File: src/rtl/decoder_2x4_df.sv
// Clocked 2-to-4 one-hot decoder with registered outputs and a change strobe.
// Optional per-line hit counters are compiled in with DECODER_2X4_DF_HIT_CNT_EN.
module decoder_2x4_df #(
   parameter bit          ACTIVE_LOW = 1'b0,
   parameter int unsigned CNT_W      = 16
) (
   input  logic             clk,
   input  logic             rst,
   input  logic             en,
   input  logic             a,
   input  logic             b,
   output logic             q0,
   output logic             q1,
   output logic             q2,
   output logic             q3,
   output logic             changed
`ifdef DECODER_2X4_DF_HIT_CNT_EN
   ,
   input  logic             clr_cnt,
   output logic [CNT_W-1:0] hit0,
   output logic [CNT_W-1:0] hit1,
   output logic [CNT_W-1:0] hit2,
   output logic [CNT_W-1:0] hit3
`endif
);

   if (CNT_W == 0) begin : g_cnt_w_chk
      $error("CNT_W must be at least 1");
   end

   logic [1:0] idx;
   logic [3:0] line_d, line_q;
   logic       changed_d, changed_q;

   assign idx = {a, b};

   // line_q is kept active-high internally; polarity is applied only at the pins.
   always_comb begin
      line_d    = en ? (4'b0001 << idx) : 4'b0000;
      changed_d = (line_d != line_q);
   end

   always_ff @(posedge clk or posedge rst) begin
      if (rst) begin
         line_q    <= 4'b0000;
         changed_q <= 1'b0;
      end else begin
         line_q    <= line_d;
         changed_q <= changed_d;
      end
   end

   always_comb begin
      {q3, q2, q1, q0} = line_q ^ {4{ACTIVE_LOW}};
      changed          = changed_q;
   end

`ifdef DECODER_2X4_DF_HIT_CNT_EN
   localparam logic [CNT_W-1:0] CntMax = {CNT_W{1'b1}};
   localparam logic [CNT_W-1:0] CntOne = {{(CNT_W-1){1'b0}}, 1'b1};

   logic [CNT_W-1:0] hit_d [4];
   logic [CNT_W-1:0] hit_q [4];

   // Counters saturate; clr_cnt wins over a same-cycle increment.
   always_comb begin
      for (int i = 0; i < 4; i++) begin
         hit_d[i] = hit_q[i];
         if (clr_cnt) begin
            hit_d[i] = '0;
         end else if (line_d[i] && hit_q[i] != CntMax) begin
            hit_d[i] = hit_q[i] + CntOne;
         end
      end
   end

   always_ff @(posedge clk or posedge rst) begin
      if (rst) begin
         for (int i = 0; i < 4; i++) hit_q[i] <= '0;
      end else begin
         for (int i = 0; i < 4; i++) hit_q[i] <= hit_d[i];
      end
   end

   assign hit0 = hit_q[0];
   assign hit1 = hit_q[1];
   assign hit2 = hit_q[2];
   assign hit3 = hit_q[3];
`endif

endmodule

File: config.mk
export PLATFORM = sky130hd
export DESIGN_NAME = decoder_2x4_df
export DESIGN_NICKNAME = d
export VERILOG_FILES = /design/src/rtl/decoder_2x4_df.sv
export SDC_FILE = /design/constraint.sdc
export NUM_CORES = 1
export LEC_CHECK = 0
export CAP_MARGIN = 25
export CELL_PAD_IN_SITES_DETAIL_PLACEMENT = 1
export CELL_PAD_IN_SITES_GLOBAL_PLACEMENT = 2
export CORE_AREA = 10 10 47 49
export CTS_BUF_LIST = sky130_fd_sc_hd__clkbuf_4 sky130_fd_sc_hd__clkbuf_8
export DETAILED_ROUTE_END_ITERATION = 7
export DIE_AREA = 0 0 57 59
export HOLD_SLACK_MARGIN = 0.12
export PLACE_DENSITY_LB_ADDON = 0.05
export SLEW_MARGIN = 30
export SYNTH_ARGS = -nofsm -noshare
export SYNTH_HDL_FRONTEND = slang
export SYNTH_SLANG_ARGS = --single-unit
File: constraint.sdc
create_clock -name clk -period 3.56 [get_ports clk]
set_clock_uncertainty 0.15 [all_clocks]
set_input_delay 0.534 -clock clk [delete_from_list [all_inputs] [get_ports clk]]
set_output_delay 0.534 -clock clk [all_outputs]
set_load 0.05 [all_outputs]
==> metrics.md, run 1 <==
| Metric | Value |
|---|---|
| Outcome | `completed` |
| Clk pwr share | `between 40% and 50%` |
| Net count after synthesis | `26` |
| Post-Syn Area per Cell | `about 11 sq um` |
| Post-route antenna net violation count | `0` |
| Setup TNS | `0 ns` |
| Power Dens Cells | `455 nW/um^2` |
| Most common cell in the netlist | `dfrtp_1` |
| Total congestion overflow | `0` |
| Synth Register Bits | `5` |
| Sw Share | `25.5%` |
| Initial antenna violation count | `0` |
| Worst Setup Path Type | `reg -> out` |
| Via-per-instance ratio | `around 3.9` |
| LEAKAGE | `around 0.16 nW` |
| Sequential area share after synthesis | `a little under three fifths` |
| Nets@finish | `40` |
| Ys flop type | `dfrtp_1` |
| Clk buf depth | `2` |
| Post-synth cell types | `14` |
| R2R Setup Slk | `between 2 and 2.5 ns` |
| Largest net degree at the start of global routing | `9` |
| Core Rows | `14` |
| CTS resizes | `0` |
| Insertion delay to the later sink of the worst-skew pair | `~0.24 ns` |
| Root buf cell | `clkbuf_4` |
| H-Tree Depth | `1` |
| Vias in the first global route | `between 200 and 250` |
| Wirelength per Cell | `11.5 um` |
| Worst EP required | `2.88 ns` |
| Tcrit/Tclk final | `slightly below 60%` |
| DR iter-0 viols | `1` |
| Die area | `3360 sq um` |
| RSZ-0062 raised after global routing | `false` |
| Total number of vias | `197` |
| I/O Buffers | `9` |
| Largest fanout on the critical path | `4` |
| Synth top cells by count | `dfrtp_1, nor2_1, inv_1` |
| Total internal power | `between 0.0001 and 0.00015 W` |
| Core area | `1400 sq um` |
| CTS Buf Count | `3` |
| Crit path time final | `roughly 2.1 ns` |
| Global placement routability congestion | `approximately 0.67` |
| Max-cap viol count | `0` |
| Logic pwr share | `a little under a fifth` |
| Post-DP HPWL | `around 470 um` |
| Bufs and invs on worst path | `1` |
| Slowest cell on crit path | `clkdlybuf4s50_1` |
| Fin worst setup slack | `approximately 1.4 ns` |
| Psw | `0.0000421 W` |
| Top cells by area, synth | `dfrtp_1, nor2_1, o2111ai_1` |
| F_max | `about 0.47 GHz` |
| Final Hold Fails | `0` |
| Die H | `59 um` |
| Layout cells sized above 1 | `20.6%` |
| Critical path launch point type | `flip-flop` |
| # diodes | `0` |
| CP cell instances | `clkdlybuf4s50_1` |
| Num ports | `10` |
| Slew Limit Headroom | `66.4%` |
| CTS Hold Bufs | `0` |
| Die span in x | `between 50 and 60 um` |
| Design Power | `0.000165 W` |
| Final setup fails | `0` |
| EDFF count, synth | `0` |
| Mapped Area | `223 sq um` |
| CTS tree | `done` |
| Peak VDD IR | `~170 uV` |
| Dpl ws | `1.50 ns` |
| Max-slew violations | `0` |
| Pre-antenna DRT Iters | `4` |
| Initial Utilization | `between 15 and 20%` |
| Clk pin slew, worst setup/hold paths | `about 0.04 ns` |
| Yosys top cell by area | `dfrtp_1` |
| Top-area cell type share of the netlist area | `a little under three fifths` |
| Residual DRC | `0` |
| Global-route wire length before repair | `between 900 and 1000 um` |
| Gr usage total | `about 3.8%` |
| Min-Delay Path Class | `in -> async` |
| Asr flop ratio synth | `100%` |
| Worst path arrival time | `roughly 1.4 ns` |
| Crit end category | `output port` |
| Area grow syn2layout | `62.9%` |
| Actual slew at the worst max-slew pin | `between 0.5 and 0.6 ns` |
| DRT Wirelength | `around 580 um` |
| Count of clock tree sinks | `5` |
| Sequential share of power | `a little under two fifths` |
| Yosys synthesis warning count | `0` |
| Post-CTS setup buffer count | `0` |
| Synth Instances | `21` |
| Crit-path max cell delay | `0.82 ns` |
| Largest delay share family, worst path | `buffers and inverters` |
routing by layer:
layer	global-route usage [%]	share of wire (%)	up-vias	routed length (um)
met1	2.51	42	91	241
met3	2.79	7.5	0	43
li1	-	-	99	-
met4	4.03	0	0	0
met2	6.36	50	7	291
met5	0	0	-	0
cells in the final DEF (no fill, tap or decap), drive strengths merged, types with 2 or more instances in the layout:
| master | count |
|---|---|
| inv | 2 |
| clkbuf | 4 |
| dfrtp | 5 |
| clkdlybuf4s50 | 9 |
| nor2 | 3 |
power groups by stage:
| stage | clock, W | combinational [W] | sequential (W) |
|---|---|---|---|
| 2_1_floorplan | 0 | 0.00000686 | 0.0000740 |
| 3_3_place_gp | 0 | 0.0000322 | 0.0000628 |
| 3_5_place_dp | 0 | 0.0000322 | 0.0000628 |
| 4_1_cts | 0.0000754 | 0.0000323 | 0.0000620 |
| 5_1_grt | 0.0000785 | 0.0000339 | 0.0000625 |
| 6_report | 0.0000715 | 0.0000317 | 0.0000620 |
final timing paths:
kind	end	start	cells past startpoint
worst max register to register	changed	line_q[2]	3
min in group clk	changed	line_q[1]	2
max in group asynchronous	line_q[0]	rst	2
worst min-delay path	line_q[3]	rst	2
worst min register to register	changed	line_q[1]	2
worst max-delay path	q2	line_q[2]	1
kinds of logic after synthesis:
logic type / share of synthesized area (%)
AO/OA/AOI/OAI: 8.42
flip-flops: 56.2
buffers and inverters: 3.37
XOR/XNOR: 3.93
AND/OR/NAND/NOR: 28.1
layout make-up:
class	instances	area, sq um
clock buffers	4	30.0
fillers	172	1040
inverters	2	7.51
multi-input cells	14	90.1
flip-flops and latches	5	125
well taps	16	20.0
repair buffers	9	90.1
per-stage QoR:
stage                     cell area (sq um)  util [%]  cells  hold slack (ns)
after floorplan                         223         -     21            0.163
after global placement                  333      23.8     46            0.397
after detailed placement                333      23.8     46            0.388
after CTS                               363      25.9     50            0.360
after global routing                    363      25.9     50            0.378
final                                   363      25.9     50            0.357
flip-flops by register name (all words and copies together) (netlist names):
name / flops
line_q: 4
changed: 1
Power figures use the tool's default switching activity.
==> inputs of run 2 (changes only) <==
==> constraint.sdc (replaced) <==
create_clock -name clk -period 2.08 [get_ports clk]
set_clock_uncertainty 0.15 [all_clocks]
set_input_delay 0.312 -clock clk [delete_from_list [all_inputs] [get_ports clk]]
set_output_delay 0.312 -clock clk [all_outputs]
set_load 0.05 [all_outputs]
==> run 2 against run 1 <==
Flip-flop and latch count did not move. Via count fell by 0.51%. Sequential share of layout area did not move. Combinational power rose by 71%. Cell area did not move. Clock-buffer cell count did not move. Utilization did not move. Largest cell class unchanged.
==> metrics.md, run 2 (synthesized netlist as in run 1, its figures left out) <==
| Metric | Value |
|---|---|
| Largest fanout on the critical path | `4` |
| # diodes | `0` |
| Commonest non-fill, non-tap cell in the layout | `clkdlybuf4s50_1` |
| DRT Wirelength | `about 580 um` |
| Die span in x | `57 um` |
| Nets@finish | `40` |
| Clk buf depth | `2` |
| CTS Hold Bufs | `0` |
| Insertion delay to the later sink of the worst-skew pair | `between 0.2 and 0.25 ns` |
| Worst EP required | `approximately 1.6 ns` |
| Final setup fails | `0` |
| Global placement routability congestion | `roughly 0.68` |
| Layout cells sized above 1 | `roughly a fifth` |
| I/O Buffers | `9` |
| Num ports | `10` |
| LEAKAGE | `0.155 nW` |
| Met2 global-route usage | `between 5 and 6%` |
| Area grow syn2layout | `62.9%` |
| Root buf cell | `clkbuf_4` |
| Residual DRC | `0` |
| Die area | `approximately 3400 sq um` |
| Slowest cell on crit path | `clkdlybuf4s50_1` |
| Clk pin slew, worst setup/hold paths | `0.04 ns` |
| Setup TNS | `0 ns` |
| Via-per-instance ratio | `a little under 4` |
| Total congestion overflow | `0` |
| Core Rows | `14` |
| Largest delay share family, worst path | `buffers and inverters` |
| Post-layout util | `approximately a quarter` |
| Initial Utilization | `15.9%` |
| Global-route wire length before repair | `~970 um` |
| DR iter-0 viols | `0` |
| CTS Buf Count | `3` |
| Wirelength per Cell | `11.6 um` |
| CTS resizes | `0` |
| Die H | `about 60 um` |
| Post-CTS setup buffer count | `0` |
| Outcome | `completed` |
| Worst path arrival time | `around 1.5 ns` |
| CTS tree | `done` |
| H-Tree Depth | `1` |
| Min-Delay Path Class | `in -> async` |
| Slew Limit Headroom | `between 60% and 70%` |
| Bufs and invs on worst path | `1` |
| Actual slew at the worst max-slew pin | `roughly 0.51 ns` |
| Crit-path max cell delay | `0.83 ns` |
| Total number of vias | `196` |
| Leading cell types in the layout, fill and taps excluded | `clkdlybuf4s50_1, dfrtp_1, clkbuf_4, nor2_1, inv_1` |
| Max-slew violations | `0` |
| Initial antenna violation count | `0` |
| Max-cap viol count | `0` |
| RSZ-0062 raised after global routing | `false` |
| Final instance area | `363 sq um` |
| Critical path launch point type | `flip-flop` |
| Peak VDD IR | `approximately 130 uV` |
| Crit path time final | `1.91 ns` |
| Tcrit/Tclk final | `92.1%` |
| Placed inst area | `333 sq um` |
| Power Dens Cells | `between 700 and 800 nW/um^2` |
| Crit end category | `output port` |
| F_max | `~0.52 GHz` |
| Worst Setup Path Type | `reg -> out` |
| Gr usage total | `3.73%` |
| Post-DP HPWL | `493 um` |
| Met1 Track Usage GR | `3.23%` |
| Pre-antenna DRT Iters | `1` |
| CP cell instances | `clkdlybuf4s50_1` |
| Core area | `approximately 1400 sq um` |
| Count of clock tree sinks | `5` |
| Top Usage Layer GRT | `met2` |
| GRT met3 Usage | `approximately 1.3%` |
| Final Hold Fails | `0` |
| Largest net degree at the start of global routing | `9` |
| Post-route antenna net violation count | `0` |
| Max FFs per register | `4` |
| Vias in the first global route | `between 200 and 250` |
| Biggest register | `line_q` |
-- run 2: layout make-up --
type / count / area (sq um)
Multi-Input combinational cell: 14 / 90.1
Fill cell: 170 / 1040
Sequential cell: 5 / 125
Timing Repair Buffer: 9 / 90.1
Tap cell: 16 / 20.0
Inverter: 2 / 7.51
Clock buffer: 4 / 30.0
-- run 2: where the power goes --
| part | switching (W) | total [W] | internal [W] |
|---|---|---|---|
| clock | 0.0000336 | 0.000119 | 0.0000851 |
| sequential | 0.00000344 | 0.000107 | 0.000103 |
| combinational | 0.0000322 | 0.0000542 | 0.0000220 |
| total | 0.0000692 | 0.000279 | 0.000210 |
-- run 2: worst paths after layout --
check                               start   endpoint  slack (ns)  depth (start not counted)
max in group asynchronous             rst  line_q[3]        1.48                          2
worst max-delay path            line_q[2]         q2        0.17                          1
worst min register to register  line_q[1]    changed        0.42                          2
min in group clk                line_q[1]    changed        0.42                          2
worst max register to register  line_q[2]    changed        0.73                          3
worst min-delay path                  rst  line_q[2]        0.13                          2
-- run 2: through the flow --
| stage | std cells | hold slack (ns) | power, W | setup WS [ns] |
|---|---|---|---|---|
| final | 50 | 0.130 | 0.000279 | 0.165 |
| after global routing | 50 | 0.152 | 0.000296 | 0.133 |
| after CTS | 50 | 0.127 | 0.000286 | 0.152 |
| after detailed placement | 46 | 0.372 | 0.000163 | 0.251 |
| after global placement | 46 | 0.373 | 0.000163 | 0.238 |
| after floorplan | 21 | -0.0595 | 0.000138 | 0.533 |
-- run 2: layer usage --
layer | up-vias | wire length [um]
met2 | 7 | 269
met5 | - | 0
li1 | 96 | -
met3 | 2 | 62
met1 | 91 | 222
met4 | 0 | 24
